===== config.mk =====
export PLATFORM = sky130hd
export DESIGN_NAME = mem_arbiter
export DESIGN_NICKNAME = d
export VERILOG_FILES = /design/src/rtl/mem_arbiter.sv
export SDC_FILE = /design/constraint.sdc
export NUM_CORES = 1
export LEC_CHECK = 0
export CORE_MARGIN = 8
export CORE_UTILIZATION = 21
export CTS_CLUSTER_SIZE = 30
export DETAILED_ROUTE_END_ITERATION = 12
export PLACE_DENSITY = 0.87
export SKIP_LAST_GASP = 1
export SLEW_MARGIN = 20
export SYNTH_ARGS = -nofsm -noshare
export SYNTH_HDL_FRONTEND = slang
export SYNTH_SLANG_ARGS = --single-unit

===== constraint.sdc =====
create_clock -name clk -period 1.9 [get_ports clk]
set_input_delay 0.19 -clock clk [delete_from_list [all_inputs] [get_ports clk]]
set_output_delay 0.19 -clock clk [all_outputs]
set_load 0.02 [all_outputs]

===== src/rtl/mem_arbiter.sv =====
// mem_arbiter: shares one single-port RAM between the CPU data port and a
// DMA (loader/debug) port.
//
// The CPU normally wins. A DMA request that keeps losing accumulates a wait
// count, and once that count reaches DMA_WAIT_MAX the DMA takes the next cycle.
// Grants and the RAM-side mux are combinational. Read data comes back one
// cycle after the grant and is steered using the registered owner state.
//
// Optional feature (macro MEM_ARB_STATS_EN): two saturating 16-bit counters,
// one for CPU stall cycles and one for DMA grants.
//
// Ports
//   clk, rst              clock; synchronous active-low reset
//   cpu_req/we/addr/wdata CPU request side
//   cpu_gnt, cpu_stall    CPU accepted this cycle / CPU held off
//   cpu_rvalid, cpu_rdata CPU read response (one cycle after grant)
//   dma_req/we/addr/wdata DMA request side
//   dma_gnt               DMA accepted this cycle
//   dma_rvalid, dma_rdata DMA read response (one cycle after grant)
//   mem_en/we/addr/wdata  RAM request, zero when nothing is granted
//   mem_rdata             RAM read data, valid one cycle after a read enable
//   stat_cpu_stall_cnt    (MEM_ARB_STATS_EN) cycles with cpu_stall high
//   stat_dma_gnt_cnt      (MEM_ARB_STATS_EN) cycles with dma_gnt high
//
// Owner FSM
//   state  | meaning
//   IDLE   | no read outstanding; no response this cycle
//   RD_CPU | CPU read granted last cycle; mem_rdata belongs to the CPU
//   RD_DMA | DMA read granted last cycle; mem_rdata belongs to the DMA
module mem_arbiter #(
  parameter int unsigned DMA_WAIT_MAX = 4
) (
  input  logic        clk,
  input  logic        rst,
  input  logic        cpu_req,
  input  logic        cpu_we,
  input  logic [14:0] cpu_addr,
  input  logic [15:0] cpu_wdata,
  output logic        cpu_gnt,
  output logic        cpu_stall,
  output logic        cpu_rvalid,
  output logic [15:0] cpu_rdata,
  input  logic        dma_req,
  input  logic        dma_we,
  input  logic [14:0] dma_addr,
  input  logic [15:0] dma_wdata,
  output logic        dma_gnt,
  output logic        dma_rvalid,
  output logic [15:0] dma_rdata,
  output logic        mem_en,
  output logic        mem_we,
  output logic [14:0] mem_addr,
  output logic [15:0] mem_wdata,
  input  logic [15:0] mem_rdata
`ifdef MEM_ARB_STATS_EN
  ,
  output logic [15:0] stat_cpu_stall_cnt,
  output logic [15:0] stat_dma_gnt_cnt
`endif
);

  localparam logic [3:0] WAIT_MAX = 4'(DMA_WAIT_MAX);

  typedef enum logic [1:0] {
    IDLE   = 2'd0,
    RD_CPU = 2'd1,
    RD_DMA = 2'd2
  } owner_t;

  owner_t     owner;
  logic [3:0] wait_cnt;
  logic       starved;

  always_comb begin
    starved    = dma_req & (wait_cnt >= WAIT_MAX);
    cpu_gnt    = 1'b0;
    dma_gnt    = 1'b0;
    mem_en     = 1'b0;
    mem_we     = 1'b0;
    mem_addr   = '0;
    mem_wdata  = '0;

    // Nothing is granted while reset is held.
    if (rst) begin
      if (cpu_req && !starved) begin
        cpu_gnt = 1'b1;
      end else if (dma_req) begin
        dma_gnt = 1'b1;
      end
    end

    if (cpu_gnt) begin
      mem_en    = 1'b1;
      mem_we    = cpu_we;
      mem_addr  = cpu_addr;
      mem_wdata = cpu_wdata;
    end else if (dma_gnt) begin
      mem_en    = 1'b1;
      mem_we    = dma_we;
      mem_addr  = dma_addr;
      mem_wdata = dma_wdata;
    end

    // Owner is only cleared at a reset edge, so also gate on rst. This keeps a
    // read granted just before reset from leaking out during reset.
    cpu_rvalid = rst & (owner == RD_CPU);
    dma_rvalid = rst & (owner == RD_DMA);
    cpu_rdata  = cpu_rvalid ? mem_rdata : '0;
    dma_rdata  = dma_rvalid ? mem_rdata : '0;
  end

  assign cpu_stall = cpu_req & ~cpu_gnt;

  always_ff @(posedge clk) begin
    if (!rst) begin
      owner    <= IDLE;
      wait_cnt <= '0;
    end else begin
      if (cpu_gnt && !cpu_we) begin
        owner <= RD_CPU;
      end else if (dma_gnt && !dma_we) begin
        owner <= RD_DMA;
      end else begin
        owner <= IDLE;
      end

      if (dma_req && !dma_gnt) begin
        if (wait_cnt != 4'hF) begin
          wait_cnt <= wait_cnt + 4'd1;
        end
      end else begin
        wait_cnt <= '0;
      end
    end
  end

`ifdef MEM_ARB_STATS_EN
  always_ff @(posedge clk) begin
    if (!rst) begin
      stat_cpu_stall_cnt <= '0;
      stat_dma_gnt_cnt   <= '0;
    end else begin
      if (cpu_stall && (stat_cpu_stall_cnt != 16'hFFFF)) begin
        stat_cpu_stall_cnt <= stat_cpu_stall_cnt + 16'd1;
      end
      if (dma_gnt && (stat_dma_gnt_cnt != 16'hFFFF)) begin
        stat_dma_gnt_cnt <= stat_dma_gnt_cnt + 16'd1;
      end
    end
  end
`endif

endmodule


; ---- Yosys cells after proc, flatten, opt, wreduce, memory -nomap -nowiden
; Cells that the tools add are included.
[totals]
mem_bits_rw = 0
memories = 0
latch_bits = 0
output_inout_bits = 70
in_bits = 84
mem_bits_ro = 0
regBits = 6
[classes]
reduce_logical = 10
n_mul = 0
n_shift = 0
div_mod_pow = 0
order_cmp = 1
bitwise_logic = 6
eq_ne = 3
muxes = 17
add_sub_neg = 1
[ops]
columns = operator, count
row1 = two-way mux 16 bit, 4
row2 = two-way mux 15 bit, 2
row3 = two-way mux 1 bit, 10
row4 = adder 4 x 1 -> 4 bit (second input constant), 1
row5 = AND 1 bit, 4
row6 = >= comparator 4 x 3 -> 1 bit (second input constant), 1
row7 = logical AND 1 bit, 4
row8 = logical NOT 1 bit, 4
row9 = != test 4 bit (second input constant), 1
row10 = == test 2 x 1 -> 1 bit (second input constant), 1
row11 = == test 2 bit (second input constant), 1
row12 = two-way mux 2 bit, 1
row13 = inverter 1 bit, 2
row14 = AND reduction 2 bit, 1
row15 = OR reduction 2 bit, 1

; ---- Logic depth before layout (Yosys ltp)
[logic_depth]
ltp_word = 9
mapped_depth = 5
mapped_depth_nobuf = 3

; ---- Worst setup path before layout
; No wires, ideal clock.
[synth_timing]
path_kind = register to output
from = register wait_cnt[3]
to = output port mem_addr[0]
path_slack_ns = 0.607
path_stages_with_launch = 6
arrival_time_ns = 1.103
path_buffers = 2
path_cell_list = dfxtp_1 o21ai_1 and3_1 buf_6 buf_6 a22o_1
[synth_lines]
columns = element, line
row1 = from (decl), 71  ; logic [3:0] wait_cnt;
row2 = from (signal assigned), 129  ; wait_cnt <= wait_cnt + 4'd1;
row3 = >= comparator 4 x 3 -> 1 bit, 75  ; starved = dma_req & (wait_cnt >= WAIT_MAX);
row4 = AND 1 bit, 75
row5 = logical NOT 1 bit, 85  ; if (cpu_req && !starved) begin
row6 = logical AND 1 bit, 85
row7 = two-way mux 1 bit, 85
row8 = two-way mux 1 bit, 84  ; if (rst) begin
row9 = net cpu_gnt, 39  ; output logic cpu_gnt,
row10 = two-way mux 15 bit, 92  ; if (cpu_gnt) begin
row11 = to (decl), 52  ; output logic [14:0] mem_addr,
; The timed path passes the listed nets, and every way through them passes these cells.

; ---- Final worst setup path
[layout_timing]
from = input port rst
to = output port dma_rdata[11]
[layout_between]
elab_chain_len = 2
[layout_lines]
columns = element, line
row1 = from (decl), 34  ; input logic rst,
row2 = AND 1 bit, 107  ; dma_rvalid = rst & (owner == RD_DMA);
row3 = two-way mux 16 bit, 109  ; dma_rdata = dma_rvalid ? mem_rdata : '0;
row4 = to (decl), 49  ; output logic [15:0] dma_rdata,
; No other way between the ends.

==> impl_summary.log <==
[metrics] post-route clock period utilization: 96.03%
[metrics] CP endpoint kind: output pin
[metrics] cts bufs inserted: 3
[metrics] vertical extent of the die: between 70 and 80 µm
[metrics] total placed cells including tap cells: around 300
[metrics] number of instances in the synthesized netlist: a little under 100
[metrics] critical path data required time: ~1700 ps
[metrics] number of standard-cell rows in the floorplan: 22
[metrics] number of buffer cells added on primary ports: approximately 150
[metrics] main flop type after synthesis: sky130_fd_sc_hd__dfxtp_1
[metrics] die area: slightly above 6000 µm²
[metrics] final routed wirelength across all metal layers: ~5000 µm
[metrics] count of fill cells added during filler insertion: roughly 350
[metrics] Finish-stage setup viols: 0
[metrics] clock root buffer: sky130_fd_sc_hd__clkbuf_8
[metrics] CTS HTree Levels: 1
[metrics] WP data arrival: about 1600 ps
[metrics] count of placed standard cells in the final layout, fillers left out: roughly 300
[metrics] clk_lat worst skew: 220 ps
[metrics] top cell type by total area after synthesis: sky130_fd_sc_hd__a22o_1
[metrics] Slew Viols, Final: 0
[metrics] total nets after synthesis: around 180
[metrics] starting density of the core: between 20% and 30%
[metrics] Area Growth Syn to Fin: 172.1%
[metrics] number of enable flip-flop cells after synthesis: 0
[metrics] area used by sequential logic in the layout: between 100 and 150 µm²
[metrics] kind of start point of the critical path: input pin
[metrics] final hold violations: 0
[metrics] sinks on the clock net: 6
[metrics] placeable core region: 3661 µm²
[metrics] f_max: ~0.55 GHz
[metrics] post-synthesis sequential area ratio: between 10% and 20%
[metrics] Seq cells post-synth: 6
[metrics] Iteration-0 DRC Markers: 49
[metrics] Syn Std Cell Area: 799.5 µm²
[metrics] power density of the placed cells: approximately 340 nW/µm²
[metrics] warnings from Yosys: 0
[metrics] average cell area after synthesis: 8.158 µm²
[metrics] maximum number of pins on one net before global-route repair: 36
[metrics] worst flop-to-flop path startpoint: wait_cnt[3]
[metrics] count of vias placed by the detailed router: roughly 1400
[metrics] sum of met3 wire segment lengths after detailed routing: about 600 µm
[metrics] Layout Nets: approximately 340
[metrics] time the final worst path needs with I/O delays and setup: about 1800 ps
[metrics] GRT Overall Usage: between 10% and 20%
[metrics] Detail Route Antenna Nets: 0
[metrics] Worst VDD drop: 0.0003648 V
[metrics] number of antenna violations at the first check in global routing: 0
[metrics] sum of overflow across all layers after global routing: 0
[metrics] detailed placer's ending HPWL: around 4400 µm
[metrics] count of distinct cell types in the synthesized netlist: 18
[metrics] TritonCTS clock tree: built
[metrics] via count of the first global-routing pass: 1480
[metrics] boundary pin count: about 150
[metrics] top-area cell type share of the netlist area: between 30% and 40%
[metrics] DRT met1 WL: between 1500 and 2000 µm
[metrics] via density per instance: around 4.5
[metrics] outcome: completed
[metrics] type of the tightest min-delay check: reg2reg
[metrics] number of buffers inserted by hold repair at cts: 0
[metrics] number of maximum-capacitance violations: 0
[metrics] worst hold slack: between 400 and 500 ps
[metrics] Critical Setup Path Class: in2out
[metrics] Synth async-reset ratio: 0%
[metrics] antenna cells: 0
[metrics] largest cells by area after synthesis: sky130_fd_sc_hd__a22o_1 (35%), sky130_fd_sc_hd__and2_1 (27%), sky130_fd_sc_hd__dfxtp_1 (15%)
[metrics] wire length on met2: about 2600 µm
[metrics] area taken by multi-input logic gates: just under 600 µm²
[metrics] number of DRC violations after detailed routing: 0
[metrics] commonest non-fill, non-tap cell in the layout: sky130_fd_sc_hd__clkdlybuf4s50_1
[metrics] CP Launch Point: rst
[metrics] unrepaired setup endpoints after global routing: false
[metrics] clk buf depth: 2
[metrics] Pre-antenna DRT Iters: 4
[metrics] final setup skew: approximately 0.37 ps
[metrics] wire per inst: between 15 and 20 µm
[metrics] Hold Path Origin: wait_cnt[0]
[metrics] most frequent cells in the layout: sky130_fd_sc_hd__clkdlybuf4s50_1 (84), sky130_fd_sc_hd__clkbuf_2 (54), sky130_fd_sc_hd__and2_1 (34), sky130_fd_sc_hd__a22o_1 (32), sky130_fd_sc_hd__clkdlybuf4s15_1 (10)
[metrics] clock slew at the register clock pins of the worst setup and hold paths: about 30 ps
[metrics] topmost layer with routed signal wires: met4
[metrics] Crit Path Max Fanout: 17
[metrics] weighted congestion reported at the end of routability-driven placement: between 0.8 and 0.9
[metrics] share of post-route cells with drive strength above 1: around a quarter
[metrics] standby leakage power: around 1.0 nW
[metrics] width of the die: between 70 and 80 µm
[metrics] first-pass GRT wire length: approximately 7500 µm
## worst paths after layout
check             slack, ps            end  cells past startpoint
setup / recovery         80  dma_rdata[11]                      6
hold / removal          420    wait_cnt[0]                      1
setup reg to reg        880       owner[0]                      4
hold reg to reg         420    wait_cnt[0]                      1
## layout make-up
class / instances / area share (%)
tap: 48 / 2.760
clock buffer: 3 / 1.898
timing repair buffer: 160 / 62.39
sequential: 6 / 5.520
multi-input combinational: 82 / 27.43
## cells by family after synthesis
logic type / share of synthesized area [%]
adders and majority gates: 1.565
buffers and inverters: 10.33
and+or+nand+nor: 34.90
other: 0.4690
AOI/OAI and AO/OA: 37.72
DFF: 15.02
## synth_stat cells (all sizes together) (2+ instances only)
library cell and number:
nor2 2, a22o 32, and2 34, buf 10, dfxtp 6, nor2b 4
nand2 2
## report_power, final
group	total (mW)	switching (mW)	internal [mW]	leakage [nW]
Clock	0.184	0.0484	0.136	0.0216
Combinational	0.426	0.178	0.248	0.974
Sequential	0.132	0.00154	0.130	0.0490
## flip-flops by register name, indices dropped and copies added, names as in the netlist
signal and cells:
owner 2, wait_cnt 4
## metal layers
| layer | global-route usage [%] | vias to the layer above |
|---|---|---|
| met5 | 0 | - |
| met4 | 3.585 | 0 |
| met3 | 7.719 | 6 |
| met2 | 28.74 | 89 |
| met1 | 14.32 | 598 |
| li1 | - | 663 |
## per-stage QoR
stage / setup TNS (ps) / power (mW) / utilization, % / area (µm²) / setup slack (ps)
2_1_floorplan: 0 / 0.3034 / - / 799.5 / 606.8
3_3_place_gp: -13310 / 0.6125 / 65.86 / 2411 / -240.3
3_5_place_dp: -15590 / 0.6175 / 65.86 / 2411 / -275.4
4_1_cts: -8.775 / 0.7670 / 64.83 / 2374 / -8.775
5_1_grt: 0 / 0.7803 / 59.43 / 2176 / 0.9268
6_report: 0 / 0.7417 / 59.43 / 2176 / 75.47
## worst max-delay path, cell delays in order
cell and delay [ps]:
sky130_fd_sc_hd__clkdlybuf4s50_1 550, sky130_fd_sc_hd__buf_4 140, sky130_fd_sc_hd__and3b_1 200, sky130_fd_sc_hd__buf_12 140, sky130_fd_sc_hd__and2_1 120, sky130_fd_sc_hd__clkdlybuf4s15_1 300
## repair_timing
item | in CTS | in global routing
gates resized for setup | 75 | 112
buffers inserted | 0 | 0
setup endpoints to repair | 69 | 64
cloned | 0 | 0
Power figures use the tool's default switching activity.
==> RTL edit (same flow settings) <==
The option `MEM_ARB_STATS_EN` is turned on by a define.
--- a/src/rtl/mem_arbiter.sv
+++ b/src/rtl/mem_arbiter.sv
@@ -27,6 +27,8 @@
 //   IDLE   | no read outstanding; no response this cycle
 //   RD_CPU | CPU read granted last cycle; mem_rdata belongs to the CPU
 //   RD_DMA | DMA read granted last cycle; mem_rdata belongs to the DMA
+`define MEM_ARB_STATS_EN
+
 module mem_arbiter #(
   parameter int unsigned DMA_WAIT_MAX = 4
 ) (
Formal check against the unedited RTL (old outputs only; new: stat_cpu_stall_cnt and stat_dma_gnt_cnt): equivalent (Yosys induction, for registers that start in step).
==> RTL edit against the original RTL <==
- area after synthesis rose to 3.1 times the old value
- critical path type is now reg2out
- power increased to 3.1 times the old value
- wire length rose to 2.7 times the old value
- hold slack improved by 0.0014 ns
- design area grew 130%
- worst setup slack lost 0.065 ns
- critical path depth up 1
- critical endpoint is now mem_addr[9]
- sequential cell count grew 32
==> RTL edit: results <==
[placement]
place_ws_ns = -0.4845
place_area_um2 = 4766
numPortBuffers = 185
gp_congestion = 0.8618
dp_cells = 656
dpl.hpwl_um = 10360

[synthesis]
synth_area_per_cell_um2 = 8.108
synth_fa_ha_area_frac = 0.01523
synth_compound_area_frac = 0.2310
synth_cell_type_count = 42
synth_mux_area_frac = 0.04873
syn-num-nets = 391
netlist_top_cells_count = "38 x dfxtp_1, 34 x and2_1, 32 x a22o_1"
synthTopCellsByArea = "dfxtp_1 31%, a22o_1 11%, and2_1 8.6%"

[setup_path]
crit_fanout = 8
worstPathArrival_ns = 1.70
r2r-end = "stat_cpu_stall_cnt[11]$_SDFFE_PN0P_"
r2r_cells = 5
cp-endpoint = "mem_addr[9]"
critPathLaunchType = "flop"

[pwr]
swShare = 0.2667
pwr-share-clk = 0.363
vdd_ir_drop_max_uv = 343.6
p_leak_uw = 0.002142
p_per_area_nw_per_um2 = 450.7

[cells_and_area]
num-nets-final = 621
drive_gt1_frac = 0.2251
top_regs = "stat_cpu_stall_cnt x16, stat_dma_gnt_cnt x16, wait_cnt x4"
final_cells = 676
fillers = 1089

[clock_network]
htree_levels = 2
clock_latency_ns = 0.28
numCtsBuffers = 5
post-cts-setup-buffers = 9
root_buffer = "clkbuf_16"

[detailed_routing]
routed_wl_um = 13180
wl_met3_um = 988
drtIter0Drc = 317
drt-met1-wl_um = 5504
viasPerCell = 5.118
dr_wl_met2_um = 6442

[global_route]
use_met1 = 0.1809
grt_pass1_wl_um = 20110
grt_usage = 0.1597
grt_max_degree = 26
grt_pass1_vias = 3455
met2_usage = 0.2840

[outcome]
status = "completed"

[hold_path]
worstHoldStart = "wait_cnt[0]$_SDFFE_PN0P_"

[timing]
hold_ws_ns = 0.4262
fin_skew_ns = 0.002969
[RTL edit: cell count changes in the layout (fill, tap and decap cells not counted), moves of 11 or more]
cell | unedited run | this run
clkbuf_2 | 54 | 1
buf_4 | 3 | 51
dlygate4sd2_1 | 5 | 37
clkdlybuf4s50_1 | 84 | 113
dfxtp_1 | 6 | 31
nand2_1 | 2 | 26
buf_2 | 0 | 18
nand4_1 | 0 | 13
mux2i_1 | 0 | 12
buf_6 | 0 | 11
nand3_1 | 0 | 11
[RTL edit: final cells by class]
class                   instances  area [µm²]  share of cell area
inverters                      10       37.54            0.007472
flip-flops and latches         38       772.0              0.1537
repair buffers                238        2190              0.4359
multi-input cells             241        1707              0.3397
well taps                     143       178.9             0.03562
clock buffers                   6       138.9             0.02765
[RTL edit: worst max-delay path, cell delays in order (launching register included)]
cell and delay [ns]:
dfxtp_4 0.35, buf_6 0.11, nor3b_4 0.23, nor2_4 0.09, buf_6 0.14, buf_6 0.11
a22o_4 0.23, buf_12 0.13
